## src/rtl/pic_prog_loader_pkg.sv

```systemverilog
// pic_prog_loader_pkg: shared defaults, FSM encoding and word-size helper for the program loader
package pic_prog_loader_pkg;
  localparam int PIC_INSTR_WIDTH_DEF = 12;
  localparam int L2_PIC_INSTR_MEM_DEPTH_DEF = 9;
  localparam int DWIDTH_DEF = 8;
  localparam int NUM_EXPOSED_REGS_DEF = 16;
  localparam int CYC_W_DEF = 16;
  typedef enum logic [2:0] {
    S_IDLE, S_HDR_LO, S_HDR_HI, S_DATA, S_CSUM, S_RUN, S_DONE, S_ERROR
  } state_t;
  function automatic int bytes_per_word(input int w);
    return (w + 7) / 8;
  endfunction
endpackage

```

## src/rtl/pic_prog_loader_word_assembler.sv

```systemverilog
// pic_word_assembler: packs little-endian bytes into instruction words, one registered pulse per word
module pic_word_assembler #(
  parameter int W = 12,
  parameter int BPW = 2
) (
  input  logic         clk,
  input  logic         rst,
  input  logic         i_clr,
  input  logic         i_valid,
  input  logic [7:0]   i_byte,
  output logic         o_last,
  output logic         o_word_valid,
  output logic [W-1:0] o_word
);
  logic [BPW*8-1:0] r_sh;
  logic [3:0] r_cnt;
  logic r_word_valid;
  logic [W-1:0] r_word;
  logic [(BPW+1)*8-1:0] w_cat;
  logic [BPW*8-1:0] w_full;
  assign w_cat = {i_byte, r_sh};
  assign w_full = w_cat[(BPW+1)*8-1:8];
  assign o_last = i_valid && r_cnt == 4'(BPW - 1);
  assign o_word_valid = r_word_valid;
  assign o_word = r_word;
  always_ff @(posedge clk or posedge rst) begin
    if (rst) begin
      r_sh <= '0;
      r_cnt <= '0;
      r_word_valid <= 1'b0;
      r_word <= '0;
    end else begin
      r_word_valid <= o_last;
      if (i_clr) r_cnt <= '0;
      else if (i_valid) r_cnt <= o_last ? 4'd0 : r_cnt + 4'd1;
      if (i_valid) r_sh <= w_full;
      if (o_last) r_word <= w_full[W-1:0];
    end
  end
endmodule

```

## src/rtl/pic_prog_loader.sv

```systemverilog
// pic_prog_loader: loads a checksummed byte-framed program into PIC instruction memory,
// then runs the cpu for a bounded number of clocks and snapshots its exposed registers.
module pic_prog_loader
  import pic_prog_loader_pkg::*;
#(
  parameter int PIC_INSTR_WIDTH = PIC_INSTR_WIDTH_DEF,
  parameter int L2_PIC_INSTR_MEM_DEPTH = L2_PIC_INSTR_MEM_DEPTH_DEF,
  parameter int DWIDTH = DWIDTH_DEF,
  parameter int NUM_EXPOSED_REGS = NUM_EXPOSED_REGS_DEF,
  parameter int CYC_W = CYC_W_DEF
) (
  input  logic                                 clk,
  input  logic                                 rst,
  input  logic                                 start,
  input  logic                                 abort,
  input  logic                                 s_valid,
  input  logic [7:0]                           s_data,
  output logic                                 s_ready,
  input  logic [CYC_W-1:0]                     run_budget,
  output logic                                 mem_we,
  output logic [L2_PIC_INSTR_MEM_DEPTH-1:0]    mem_waddr,
  output logic [PIC_INSTR_WIDTH-1:0]           mem_wdata,
  output logic                                 program_mode,
  output logic                                 cpu_rst,
  input  logic [DWIDTH*NUM_EXPOSED_REGS-1:0]   exposed_reg_file,
  output logic [DWIDTH*NUM_EXPOSED_REGS-1:0]   snapshot,
  output logic [CYC_W-1:0]                     cycles,
  output logic                                 busy,
  output logic                                 done,
  output logic                                 error
);
  localparam int BPW = bytes_per_word(PIC_INSTR_WIDTH);
  localparam logic [15:0] MAXW = 16'(2 ** L2_PIC_INSTR_MEM_DEPTH);
  state_t r_state, w_next;
  logic [7:0] r_nlo, r_sum;
  logic [15:0] r_n, r_wcnt;
  logic [L2_PIC_INSTR_MEM_DEPTH-1:0] r_waddr;
  logic [CYC_W-1:0] r_budget, r_cycles;
  logic [DWIDTH*NUM_EXPOSED_REGS-1:0] r_snapshot;
  logic w_xfer, w_last, w_final, w_run_end, w_enter, w_hdr_bad;
  logic [15:0] w_n_in;
  logic [7:0] w_sum_next;
  assign w_xfer = s_valid && s_ready;
  assign w_n_in = {s_data, r_nlo};
  assign w_hdr_bad = w_n_in == 16'd0 || w_n_in > MAXW;
  assign w_sum_next = r_sum + s_data;
  assign w_final = w_last && r_wcnt == r_n - 16'd1;
  assign w_run_end = r_budget != '0 && r_cycles == r_budget;
  assign w_enter = w_next == S_HDR_LO && r_state != S_HDR_LO;
  assign mem_waddr = r_waddr;
  assign snapshot = r_snapshot;
  assign cycles = r_cycles;
  pic_word_assembler #(.W(PIC_INSTR_WIDTH), .BPW(BPW)) u_asm (
    .clk          (clk),
    .rst          (rst),
    .i_clr        (w_enter),
    .i_valid      (w_xfer && r_state == S_DATA && !abort),
    .i_byte       (s_data),
    .o_last       (w_last),
    .o_word_valid (mem_we),
    .o_word       (mem_wdata)
  );
  always_ff @(posedge clk or posedge rst) begin
    if (rst) r_state <= S_IDLE;
    else r_state <= w_next;
  end
  // abort outranks start and any byte transfer in the same cycle
  always_comb begin
    w_next = r_state;
    if (abort) w_next = S_IDLE;
    else case (r_state)
      S_IDLE, S_DONE, S_ERROR: w_next = start ? S_HDR_LO : r_state;
      S_HDR_LO: w_next = w_xfer ? S_HDR_HI : r_state;
      S_HDR_HI: w_next = !w_xfer ? r_state : w_hdr_bad ? S_ERROR : S_DATA;
      S_DATA:   w_next = w_final ? S_CSUM : r_state;
      S_CSUM:   w_next = !w_xfer ? r_state : w_sum_next == 8'd0 ? S_RUN : S_ERROR;
      S_RUN:    w_next = w_run_end ? S_DONE : r_state;
      default:  w_next = S_IDLE;
    endcase
  end
  // cpu is held in reset on the halt cycle so it sees exactly run_budget clocks
  always_comb begin
    s_ready = r_state inside {S_HDR_LO, S_HDR_HI, S_DATA, S_CSUM};
    program_mode = s_ready;
    busy = s_ready || r_state == S_RUN;
    cpu_rst = !(r_state == S_RUN && !w_run_end);
    done = r_state == S_DONE;
    error = r_state == S_ERROR;
  end
  always_ff @(posedge clk or posedge rst) begin
    if (rst) begin
      r_nlo <= '0;
      r_sum <= '0;
      r_n <= '0;
      r_wcnt <= '0;
      r_waddr <= '0;
      r_budget <= '0;
      r_cycles <= '0;
      r_snapshot <= '0;
    end else begin
      if (w_enter) begin
        r_sum <= '0;
        r_wcnt <= '0;
        r_cycles <= '0;
      end
      if (w_xfer && !abort) r_sum <= w_sum_next;
      if (r_state == S_HDR_LO && w_xfer) r_nlo <= s_data;
      if (r_state == S_HDR_HI && w_xfer) r_n <= w_n_in;
      if (w_last) begin
        r_wcnt <= r_wcnt + 16'd1;
        r_waddr <= r_wcnt[L2_PIC_INSTR_MEM_DEPTH-1:0];
      end
      if (r_state == S_CSUM && w_next == S_RUN) r_budget <= run_budget;
      if (r_state == S_RUN && w_next == S_RUN && r_cycles != '1) r_cycles <= r_cycles + 1'b1;
      if (r_state == S_RUN && w_next == S_DONE) r_snapshot <= exposed_reg_file;
    end
  end
endmodule

```

## config.mk

```make
export PLATFORM = sky130hd
export DESIGN_NAME = pic_prog_loader
export DESIGN_NICKNAME = d
export VERILOG_FILES = /design/src/rtl/pic_prog_loader_pkg.sv /design/src/rtl/pic_prog_loader_word_assembler.sv /design/src/rtl/pic_prog_loader.sv
export SDC_FILE = /design/constraint.sdc
export NUM_CORES = 1
export LEC_CHECK = 0
export BUFFER_PORTS_ARGS = -buffer_cell sky130_fd_sc_hd__buf_2
export CAP_MARGIN = 20
export CORE_MARGIN = 3
export CORE_UTILIZATION = 52
export CTS_CLUSTER_DIAMETER = 60
export DETAILED_ROUTE_END_ITERATION = 6
export PLACE_DENSITY = 0.84
export SLEW_MARGIN = 20
export SYNTH_ARGS = -nofsm -noshare
export SYNTH_HDL_FRONTEND = slang
export SYNTH_SLANG_ARGS = --single-unit
```

## constraint.sdc

```tcl
create_clock -name clk -period 11.4 [get_ports clk]
set_clock_uncertainty 0.2 [all_clocks]
set_input_delay 2.28 -clock clk [delete_from_list [all_inputs] [get_ports clk]]
set_output_delay 2.28 -clock clk [all_outputs]
set_load 0.02 [all_outputs]
```

==> out/metrics.cfg <==
[outcome]
run_status=completed

[clock_network]
cts_root_buf=clkbuf_16
cts_resized=0
clk_pin_slew_ps=60
h-tree-depth=1
insertion_delay_ps=540
postCtsSetupBuffers=0
numCtsBuffers=27
postCtsHoldBufs=0
clockBufferDepth=3
clock-sinks=245
cts_tree=yes

[setup_path]
crit_slowest_cell=nor4b_4
path_buf_inv=2
timing.critical_path.to_type=flip-flop
startpoint=s_data[0]
regToRegStartpoint=r_state[2]
cp_max_fo=16
cp-start-kind=input port
crit_chain=buf_2, ha_1, inv_1, fa_1, nor2b_1, o22a_1, xnor2_1, and3_1, a31oi_1, nor4b_4, mux2_2
cp.arrival_ps=5250
path_delay_family=simple AND/OR/NAND/NOR gates
required_ps=11630
cp.depth=11
worstSetupPathType=in2reg
max_stage_delay_ps=830
rr_worst_depth=8

[route]
wl_per_cell_um=19.4
drtIter0Drc=441
num_vias=8421
finalWirelength_mm=29.7
via_per_inst=5.50
drc_errors=0
drt-pass1-iter-count=5
ant_nets=0

[worst_hold_path]
holdPathStages=2
hold_class=reg2reg
holdCritStartpoint=mem_waddr[2]

[synthesis]
synth_ff_type=dfrtp_1
syn-cell-area_um2=11000
synth_seq_cells=245
synth_edf_count=0
synthAdderAreaFrac=0.0155
synth_fp_nets=1089
muxShareOfSynthArea=0.181
yosysWarnings=0
ys_seq_area_frac=0.557
synth_xor_area_frac=0.0446
avgSynthCellArea_um2=12.0
netlist-cell-type-count=62
synth_compound_area_frac=0.0722
synth_cells=919
synth_top_family_by_area=multiplexers
synthSimpleGateAreaFrac=0.106
synthArstFlopShare=1.00

[power_and_ir_drop]
ir_worst_vdd_uv=227
powerDensity_nw_per_um2=267
leakage_nw=6.87

[sta]
finalCritPeriodShare=0.441
rsz0062_at_grt=false
slew_violations=0
tightest_slew_ps=973
finalCriticalPeriod_ps=5020
final_hold_viol_count=0
fin_ws_ps=6380
timing.hold.ws_ps=258
final.setup.tns_ps=0
finalSetupViolations=0
slew_headroom=0.349
max_freq_ghz=0.199

[global_route]
grt_max_degree=108
grt_pass1_vias=8579
antenna_found_initial=9
track_usage=0.251
grt_pass1_wl_mm=45.1
grt_overflow=0

[finish]
fill_cells=1513
syn_to_final_growth_pct=25.0
layout_common_cells=buf_2 (328), dfrtp_1 (245), mux2_2 (174)
fin_nets=1406
drive_above_1_share=0.453
final_area_um2=13800
final_common_cell=buf_2

[floorplanning]
core_area_um2=20500
die_w_um=151
rows=52
die_y_um=151
dieArea_um2=22900
ios=329
initial_utilization=0.537

[placed_design]
pre_cts_ws_ps=5830
numPortBuffers=328
dpl.hpwl_mm=22.0
gp_congestion=0.877
place_area_um2=12900

[run]
cap_violations=0

## sequential cells by signal, summed over array words and instances, names as in the netlist
name,flops
r_nlo,8
u_asm.o_word_valid,1
u_asm.r_sh,8
r_wcnt,16
r_sum,8
r_n,16
r_budget,16
r_state,3
u_asm.o_word,12
snapshot,128
mem_waddr,9
u_asm.r_cnt,4
cycles,16
## per-stage QoR
| stage | total power [mW] | util | std cells |
|---|---|---|---|
| after global placement | 2.78 | 0.629 | 1477 |
| after floorplan | 2.34 | - | 919 |
| after CTS | 3.70 | 0.670 | 1523 |
| after detailed placement | 2.85 | 0.629 | 1477 |
| after global routing | 3.86 | 0.671 | 1525 |
| final | 3.67 | 0.671 | 1530 |
## routing by layer
metal	vias up	track usage	share of wire
met3	90	0.0708	0.067
met4	12	0.110	0.049
met1	4133	0.293	0.37
met5	-	0	0.0025
li1	3892	-	-
met2	294	0.431	0.51
## cell type report
| type | count | area (um2) | share of cell area |
|---|---|---|---|
| clock inverter | 14 | 126 | 0.00919 |
| multi-input combinational | 607 | 4650 | 0.338 |
| sequential | 245 | 6130 | 0.446 |
| timing repair buffer | 336 | 1700 | 0.124 |
| tap | 270 | 338 | 0.0246 |
| inverter | 19 | 78.8 | 0.00573 |
| antenna | 7 | 17.5 | 0.00127 |
| clock buffer | 32 | 714 | 0.0519 |
## where the power goes
part           switching [mW]  internal [mW]  leakage (nW)
combinational           0.809          0.593          3.32
sequential              0.238           1.20          3.13
clock                   0.357          0.473         0.415
## logic make-up (layout without fill, tap and decap cells)
| group | after synthesis | count (layout) |
|---|---|---|
| flip-flops | 245 | 245 |
| XOR/XNOR | 56 | 56 |
| adder cells (fa/ha/maj) | 13 | 13 |
| AO/OA/AOI/OAI | 121 | 121 |
| buffers and inverters | 67 | 401 |
| multiplexers | 177 | 177 |
| other | 0 | 7 |
| AND/OR/NAND/NOR | 240 | 240 |
## Yosys cell counts (2+ instances only)
library cell / instances / area share
a2111oi_0: 2 / 0.0016
a211oi_1: 4 / 0.0027
a21o_1: 2 / 0.0014
a21oi_1: 32 / 0.015
a311oi_1: 2 / 0.0016
a31oi_1: 11 / 0.0063
a41oi_1: 3 / 0.0024
and2_1: 8 / 0.0045
and3_1: 9 / 0.0051
and4_1: 2 / 0.0016
buf_1: 3 / 0.0010
buf_2: 3 / 0.0014
clkbuf_1: 41 / 0.014
dfrtp_1: 245 / 0.56
ha_1: 12 / 0.014
inv_1: 19 / 0.0065
mux2_2: 174 / 0.18
mux2i_1: 3 / 0.0027
nand2_1: 99 / 0.034
nand2b_1: 10 / 0.0057
nand3_1: 16 / 0.0073
nand4_1: 7 / 0.0040
nand4b_1: 2 / 0.0016
nor2_1: 40 / 0.014
nor2b_1: 3 / 0.0017
nor3_1: 11 / 0.0050
nor3b_1: 2 / 0.0014
nor4_1: 10 / 0.0057
o211a_1: 2 / 0.0018
o21a_1: 11 / 0.0075
o21ai_0: 14 / 0.0064
o22ai_1: 19 / 0.011
o31a_1: 2 / 0.0016
o31ai_1: 3 / 0.0020
o41ai_1: 2 / 0.0016
or2_2: 3 / 0.0017
or3_1: 6 / 0.0034
or4_1: 3 / 0.0020
or4_2: 2 / 0.0016
xnor2_1: 28 / 0.022
xor2_1: 28 / 0.022
## final timing paths
path,end,slack (ps)
setup / recovery,r_budget[2],6380
hold / removal,mem_waddr[2],260
setup reg to reg,snapshot[35],7550
hold reg to reg,mem_waddr[2],260
max in group asynchronous,r_n[2],7910
min in group asynchronous,snapshot[17],1680
## worst reg2reg max path: cells and delay by family, from the launching register on
| kind | cells | cell delay [ps] |
|---|---|---|
| AO/OA/AOI/OAI | 2 | 420 |
| buffers and inverters | 1 | 780 |
| flip-flops | 1 | 580 |
| multiplexers | 1 | 450 |
| AND/OR/NAND/NOR | 4 | 1320 |
Power figures use the tool's default switching activity.
